--- config.mk ---
export PLATFORM = sky130hd
export DESIGN_NAME = lbr_dump_controller_flat
export DESIGN_NICKNAME = d
export VERILOG_FILES = /design/src/rtl/lbr_dump_controller_if.sv /design/src/rtl/lbr_dump_controller.sv /design/src/flat_wrapper.sv
export SDC_FILE = /design/constraint.sdc
export NUM_CORES = 1
export LEC_CHECK = 0
export BUFFER_PORTS_ARGS = -buffer_cell sky130_fd_sc_hd__buf_2
export CAP_MARGIN = 10
export CORE_ASPECT_RATIO = 1.1
export CORE_UTILIZATION = 53
export DETAILED_ROUTE_END_ITERATION = 8
export PLACE_DENSITY_LB_ADDON = 0.1
export SLEW_MARGIN = 40
export SYNTH_ARGS = -nofsm -noshare
export SYNTH_HDL_FRONTEND = slang
export SYNTH_SLANG_ARGS = --single-unit
--- constraint.sdc ---
create_clock -name clock -period 4.25 [get_ports clock]
set_input_delay 0.2125 -clock clock [delete_from_list [all_inputs] [get_ports clock]]
set_output_delay 0.2125 -clock clock [all_outputs]
set_load 0.05 [all_outputs]
--- src/rtl/lbr_dump_controller_if.sv ---
// LBR read port and dump stream bundle shared by the dump controller and its neighbours.
// master = controller side, slave = LBR unit / trace consumer side.
interface lbr_dump_controller_if #(
    parameter int DATA_WIDTH = 64,
    parameter int LBR_SIZE   = 16
);
    localparam int IW = $clog2(LBR_SIZE);
    localparam int AW = IW + 2;

    logic                  lbr_rd_en;
    logic [AW-1:0]         lbr_rd_addr;
    logic [DATA_WIDTH-1:0] lbr_rd_data;
    logic                  pipe_busy;

    logic                  dump_valid;
    logic                  dump_ready;
    logic [DATA_WIDTH-1:0] dump_from;
    logic [DATA_WIDTH-1:0] dump_to;
    logic [IW-1:0]         dump_seq;
    logic                  dump_last;

    modport master (
        output lbr_rd_en, lbr_rd_addr, dump_valid, dump_from, dump_to, dump_seq, dump_last,
        input  lbr_rd_data, pipe_busy, dump_ready
    );

    modport slave (
        input  lbr_rd_en, lbr_rd_addr, dump_valid, dump_from, dump_to, dump_seq, dump_last,
        output lbr_rd_data, pipe_busy, dump_ready
    );
endinterface

--- src/rtl/lbr_dump_controller.sv ---
// Drains the LBR file newest-to-oldest onto a valid/ready stream, freezing recording
// while active and yielding the shared read port to the pipeline whenever it is busy.
module lbr_dump_controller #(
    parameter int DATA_WIDTH = 64,
    parameter int LBR_SIZE   = 16
) (
    input  logic                      clock,
    input  logic                      reset,
    input  logic                      start,
    input  logic                      abort,
    input  logic [$clog2(LBR_SIZE):0] dump_count,
    output logic                      freeze,
    output logic                      busy,
    output logic                      done,
    lbr_dump_controller_if.master     bus
);
    localparam int IW = $clog2(LBR_SIZE);
    localparam int AW = IW + 2;
    localparam logic [IW:0] FULL = (IW+1)'(LBR_SIZE);

    typedef enum logic [2:0] {
        IDLE,
        RD_TOS,
        RD_FROM,
        RD_TO,
        OUT,
        DONE
    } state_t;

    state_t                state;
    state_t                state_nx;
    logic [IW:0]           n;
    logic [IW:0]           n_clamp;
    logic [IW-1:0]         k;
    logic [IW-1:0]         tos;
    logic [IW-1:0]         idx;
    logic [DATA_WIDTH-1:0] from_q;
    logic [DATA_WIDTH-1:0] to_q;
    logic                  rd_ok;
    logic                  accept;
    logic                  last;

    assign rd_ok   = !bus.pipe_busy && !abort;
    assign accept  = (state == IDLE) && start && !abort;
    assign n_clamp = (dump_count == '0 || dump_count > FULL) ? FULL : dump_count;
    // IW-bit subtract wraps modulo LBR_SIZE
    assign idx     = tos - k;
    assign last    = ({1'b0, k} == n - (IW+1)'(1));

    always_ff @(posedge clock or negedge reset) begin
        if (!reset) begin
            state <= IDLE;
        end else begin
            state <= state_nx;
        end
    end

    always_comb begin
        state_nx = state;
        case (state)
            IDLE:    if (accept)         state_nx = RD_TOS;
            RD_TOS:  if (!bus.pipe_busy) state_nx = RD_FROM;
            RD_FROM: if (!bus.pipe_busy) state_nx = RD_TO;
            RD_TO:   if (!bus.pipe_busy) state_nx = OUT;
            OUT:     if (bus.dump_ready) state_nx = last ? DONE : RD_FROM;
            DONE:                        state_nx = IDLE;
            default:                     state_nx = IDLE;
        endcase
        if (abort) state_nx = IDLE;
    end

    always_ff @(posedge clock or negedge reset) begin
        if (!reset) begin
            n      <= '0;
            k      <= '0;
            tos    <= '0;
            from_q <= '0;
            to_q   <= '0;
        end else begin
            if (accept) begin
                n <= n_clamp;
                k <= '0;
            end
            if (rd_ok) begin
                case (state)
                    RD_TOS:  tos    <= bus.lbr_rd_data[IW-1:0];
                    RD_FROM: from_q <= bus.lbr_rd_data;
                    RD_TO:   to_q   <= bus.lbr_rd_data;
                    default: ;
                endcase
            end
            if (state == OUT && bus.dump_ready && !abort && !last) begin
                k <= k + IW'(1);
            end
        end
    end

    always_comb begin
        bus.lbr_rd_addr = {1'b1, {(AW-1){1'b0}}};
        case (state)
            RD_FROM: bus.lbr_rd_addr = {2'b00, idx};
            RD_TO:   bus.lbr_rd_addr = {2'b01, idx};
            default: ;
        endcase
    end

    assign busy           = (state != IDLE);
    assign freeze         = busy;
    assign done           = (state == DONE);
    assign bus.lbr_rd_en  = (state inside {RD_TOS, RD_FROM, RD_TO});
    assign bus.dump_valid = (state == OUT);
    assign bus.dump_last  = (state == OUT) && last;
    assign bus.dump_from  = from_q;
    assign bus.dump_to    = to_q;
    assign bus.dump_seq   = k;
endmodule
--- src/flat_wrapper.sv ---
// flat-port wrapper written by rule: the top's interface ports become plain ports
module lbr_dump_controller_flat 
#(
    parameter int DATA_WIDTH = 64,
    parameter int LBR_SIZE   = 16
)
  (clock, reset, start, abort, dump_count, freeze, busy, done, bus_lbr_rd_en, bus_lbr_rd_addr, bus_dump_valid, bus_dump_from, bus_dump_to, bus_dump_seq, bus_dump_last, bus_lbr_rd_data, bus_pipe_busy, bus_dump_ready);
  lbr_dump_controller_if #(.DATA_WIDTH(DATA_WIDTH), .LBR_SIZE(LBR_SIZE)) bus_i ();
  input  logic clock;
  input  logic reset;
  input  logic start;
  input  logic abort;
  input  logic [$clog2(LBR_SIZE):0] dump_count;
  output logic freeze;
  output logic busy;
  output logic done;
  output wire logic [$bits(bus_i.lbr_rd_en)-1:0] bus_lbr_rd_en;
  output wire logic [$bits(bus_i.lbr_rd_addr)-1:0] bus_lbr_rd_addr;
  output wire logic [$bits(bus_i.dump_valid)-1:0] bus_dump_valid;
  output wire logic [$bits(bus_i.dump_from)-1:0] bus_dump_from;
  output wire logic [$bits(bus_i.dump_to)-1:0] bus_dump_to;
  output wire logic [$bits(bus_i.dump_seq)-1:0] bus_dump_seq;
  output wire logic [$bits(bus_i.dump_last)-1:0] bus_dump_last;
  input wire logic [$bits(bus_i.lbr_rd_data)-1:0] bus_lbr_rd_data;
  input wire logic [$bits(bus_i.pipe_busy)-1:0] bus_pipe_busy;
  input wire logic [$bits(bus_i.dump_ready)-1:0] bus_dump_ready;
  assign bus_lbr_rd_en = bus_i.lbr_rd_en;
  assign bus_lbr_rd_addr = bus_i.lbr_rd_addr;
  assign bus_dump_valid = bus_i.dump_valid;
  assign bus_dump_from = bus_i.dump_from;
  assign bus_dump_to = bus_i.dump_to;
  assign bus_dump_seq = bus_i.dump_seq;
  assign bus_dump_last = bus_i.dump_last;
  assign bus_i.lbr_rd_data = bus_lbr_rd_data;
  assign bus_i.pipe_busy = bus_pipe_busy;
  assign bus_i.dump_ready = bus_dump_ready;
  lbr_dump_controller #(.DATA_WIDTH(DATA_WIDTH), .LBR_SIZE(LBR_SIZE)) u_core (.clock(clock), .reset(reset), .start(start), .abort(abort), .dump_count(dump_count), .freeze(freeze), .busy(busy), .done(done), .bus(bus_i));
endmodule
==> flow_summary.json <==
{
  "clock-root-buffer": "clkbuf_16",
  "fillers": 780,
  "worstMarginPinSlew_ps": 752,
  "grt_usage_pct": 23.5,
  "clk_latency_ps": 410,
  "htreeDepth": 4,
  "syn_avg_cell_area_sq_um": 15.1,
  "antenna_found_initial": 0,
  "grt_first_pass_wirelength_um": 20300,
  "nNetsFinal": 697,
  "max_freq_ghz": 0.389,
  "synth.distinct_cells": 39,
  "hpwl_um": 9000,
  "final_core_util_pct": 72.7,
  "n_antenna_cell": 0,
  "worstHoldStart": "bus_lbr_rd_data[13]",
  "min_delay_path_depth": 2,
  "ant_nets": 0,
  "grt_max_degree": 106,
  "tns_ps": 0,
  "regToRegSetupSlack_ps": 1850,
  "placed_area_sq_um": 7060,
  "rsz0062_at_grt": "false",
  "syn_to_final_growth_pct": 31.0,
  "ctsHoldBuffers": 1,
  "maxCapViolations": 0,
  "rows": 39,
  "grt_pass1_vias": 4168,
  "power_mw": 6.39,
  "clk_path_buf_depth": 2,
  "holdPathEnd": "u_core.bus.dump_from[13]",
  "path_clk_slew_ps": 60,
  "core-area_sq_um": 10600,
  "initial_core_util_pct": 55.5,
  "ctsResizeCount": 0,
  "power_leakage_nw": 4.04,
  "finalNonFillerCells": 771,
  "gp_congestion": 0.796,
  "dr_total_vias": 3933,
  "mappedNetlistNets": 470,
  "p_sw_mw": 2.94,
  "path_class": "flip-flop to output port",
  "fin_crit_ps": 2570,
  "ir_drop_mv": 0.531,
  "timing.rr.end": "u_core.bus.dump_to[40]",
  "multi_input_area_sq_um": 2090,
  "wl_um": 12500,
  "via_per_inst": 5.10,
  "wl_per_cell_um": 16.3,
  "yosys.area.top_type_share_pct": 61.3,
  "setup_viol": 0,
  "yosysTopAreaCell": "dfrtp_1",
  "start_kind": "flip-flop",
  "ys_ff_latch": 144,
  "numCtsBuffers": 17,
  "drc_errors": 0,
  "synth_area_sq_um": 5880,
  "arrival_ps": 2360,
  "drt_iter0_markers": 108,
  "synth.area.top_cells": "dfrtp_1 (61%), mux2_2 (23%), mux2_1 (2.3%), buf_6 (1.5%), ha_1 (1.3%)",
  "numClockSinks": 144,
  "critical_path.startpoint": "u_core.n[0]",
  "cp.required_ps": 4040,
  "sequentialPowerShare_pct": 32.8,
  "r2r-start": "u_core.state[2]",
  "hp-class": "input pin to flip-flop",
  "seq_area_sq_um": 3600,
  "combPwrFrac_pct": 44.5,
  "whs_ps": 25.8,
  "syn_inst": 388,
  "ios": 219,
  "fin_crit_sh_pct": 60.5,
  "place_inst": 736,
  "yosys_warnings": 0,
  "grt_overflow_total": 0,
  "skew_ps": 8.60,
  "fp.dieH_um": 112,
  "ff2ff_path_depth": 4,
  "clkPwrFrac_pct": 22.7,
  "max_slew_margin_pct": 49.8,
  "dp_worst_setup_slack_ps": 1830,
  "layout-drive-gt1-share_pct": 61.3,
  "stdcell_area_sq_um": 7700,
  "cts_tree": "done",
  "portBuffers": 218,
  "cts_setup_buffers": 0,
  "slew_viol_final": 0,
  "netSwitchingFraction_pct": 46.0,
  "status": "completed",
  "die_area_sq_um": 11500,
  "powerDensity_nw_per_um2": 830,
  "drt_first_pass_iters": 4,
  "hold_violations": 0,
  "critPathMaxFanout": 6,
  "ys_seq_area_share_pct": 61.3,
  "power.internal_mw": 3.45,
  "die_w_um": 102,
  "worstSetupEndpointType": "output port",
  "fin_ws_ps": 1680
}
registers in the layout (all words and copies together) (netlist names):
name / count
u_core.bus.dump_to: 64
u_core.tos: 4
u_core.bus.dump_seq: 4
u_core.bus.dump_from: 64
u_core.n: 5
u_core.state: 3
cells by family (layout without fill, tap and decap cells):
| logic type | Yosys count | after routing | share of synthesized area, % |
|---|---|---|---|
| AO/OA/AOI/OAI | 20 | 20 | 2.85 |
| multiplexers | 134 | 134 | 25.7 |
| flip-flops | 144 | 144 | 61.3 |
| AND/OR/NAND/NOR | 45 | 45 | 4.09 |
| buffers and inverters | 29 | 269 | 3.11 |
| XOR/XNOR | 9 | 9 | 1.34 |
| adder cells (fa/ha/maj) | 7 | 7 | 1.62 |
cell usage after synthesis:
master / instances
a311oi_1: 1
nor3_1: 5
nor4_1: 1
nand2_1: 9
o2111ai_2: 1
buf_4: 1
nand2b_1: 5
a221oi_2: 1
buf_2: 8
buf_6: 8
inv_1: 12
ha_1: 6
o21a_1: 2
nand3_2: 1
nand3b_1: 2
nor2_1: 12
a2111oi_2: 1
xnor2_1: 3
mux2_1: 12
o32ai_1: 1
or3_1: 1
o21ba_1: 1
xor2_1: 6
mux2i_1: 1
a21o_1: 1
o21bai_1: 1
dfrtp_1: 144
a31o_2: 1
a21bo_2: 1
or2_2: 1
fa_1: 1
a21oi_1: 2
nand3_1: 4
o2111a_1: 1
or4_1: 1
mux2_2: 121
nor4_4: 1
nor2b_1: 2
o21ai_0: 5
power by group through the flow:
| stage | Sequential [mW] | Clock, mW | Combinational, mW |
|---|---|---|---|
| after CTS | 2.10 | 1.48 | 2.86 |
| after global routing | 2.16 | 1.54 | 2.97 |
| after global placement | 2.08 | 0 | 2.82 |
| final | 2.09 | 1.45 | 2.84 |
| after detailed placement | 2.11 | 0 | 2.86 |
| after floorplan | 3.69 | 0 | 0.567 |
worst max-delay path by stage:
stage	endpoint	cells past startpoint	slack, ps
2_1_floorplan	bus_dump_last	5	1530
3_3_place_gp	u_core.bus.dump_to[36]	4	1920
3_5_place_dp	u_core.bus.dump_from[12]	4	1830
4_1_cts	bus_dump_last	7	1680
5_1_grt	bus_dump_last	7	1530
6_report	bus_dump_last	7	1680
worst max-delay path, stage by stage (launching register included):
cell and delay, ps:
dfrtp_1 380, inv_1 80, ha_1 250, o21ba_1 200, a221oi_2 300, o2111ai_2 240
nor3_1 200, buf_2 290
per-layer routing:
metal,share of wire [%],vias up,track usage [%]
li1,-,1820,-
met1,39,1942,27.1
met2,51,151,39.7
met3,8.3,20,9.34
met4,1.6,0,7.43
met5,0,-,0
area by class of cell:
cell class	count	share of cell area (%)
flip-flops and latches	144	46.8
clock inverters	14	2.06
repair buffers	225	15.5
inverters	12	0.585
multi-input cells	215	27.2
clock buffers	18	5.57
well taps	143	2.32
cell usage in the layout, fill, tap and decap left out, types with 3 or more instances in the layout:
cell type / synthesis / layout
mux2_1: 12 / 12
mux2_2: 121 / 121
nand3_1: 4 / 4
nand2b_1: 5 / 4
clkinv_4: 0 / 5
ha_1: 6 / 6
nor3_1: 5 / 5
nor2_1: 12 / 12
buf_2: 8 / 217
inv_1: 12 / 12
xor2_1: 6 / 6
clkinvlp_4: 0 / 5
dfrtp_1: 144 / 144
o21ai_0: 5 / 5
xnor2_1: 3 / 3
clkbuf_16: 0 / 17
nand2_1: 9 / 9
buf_4: 1 / 3
No activity file was read; power rests on OpenSTA's default activity.
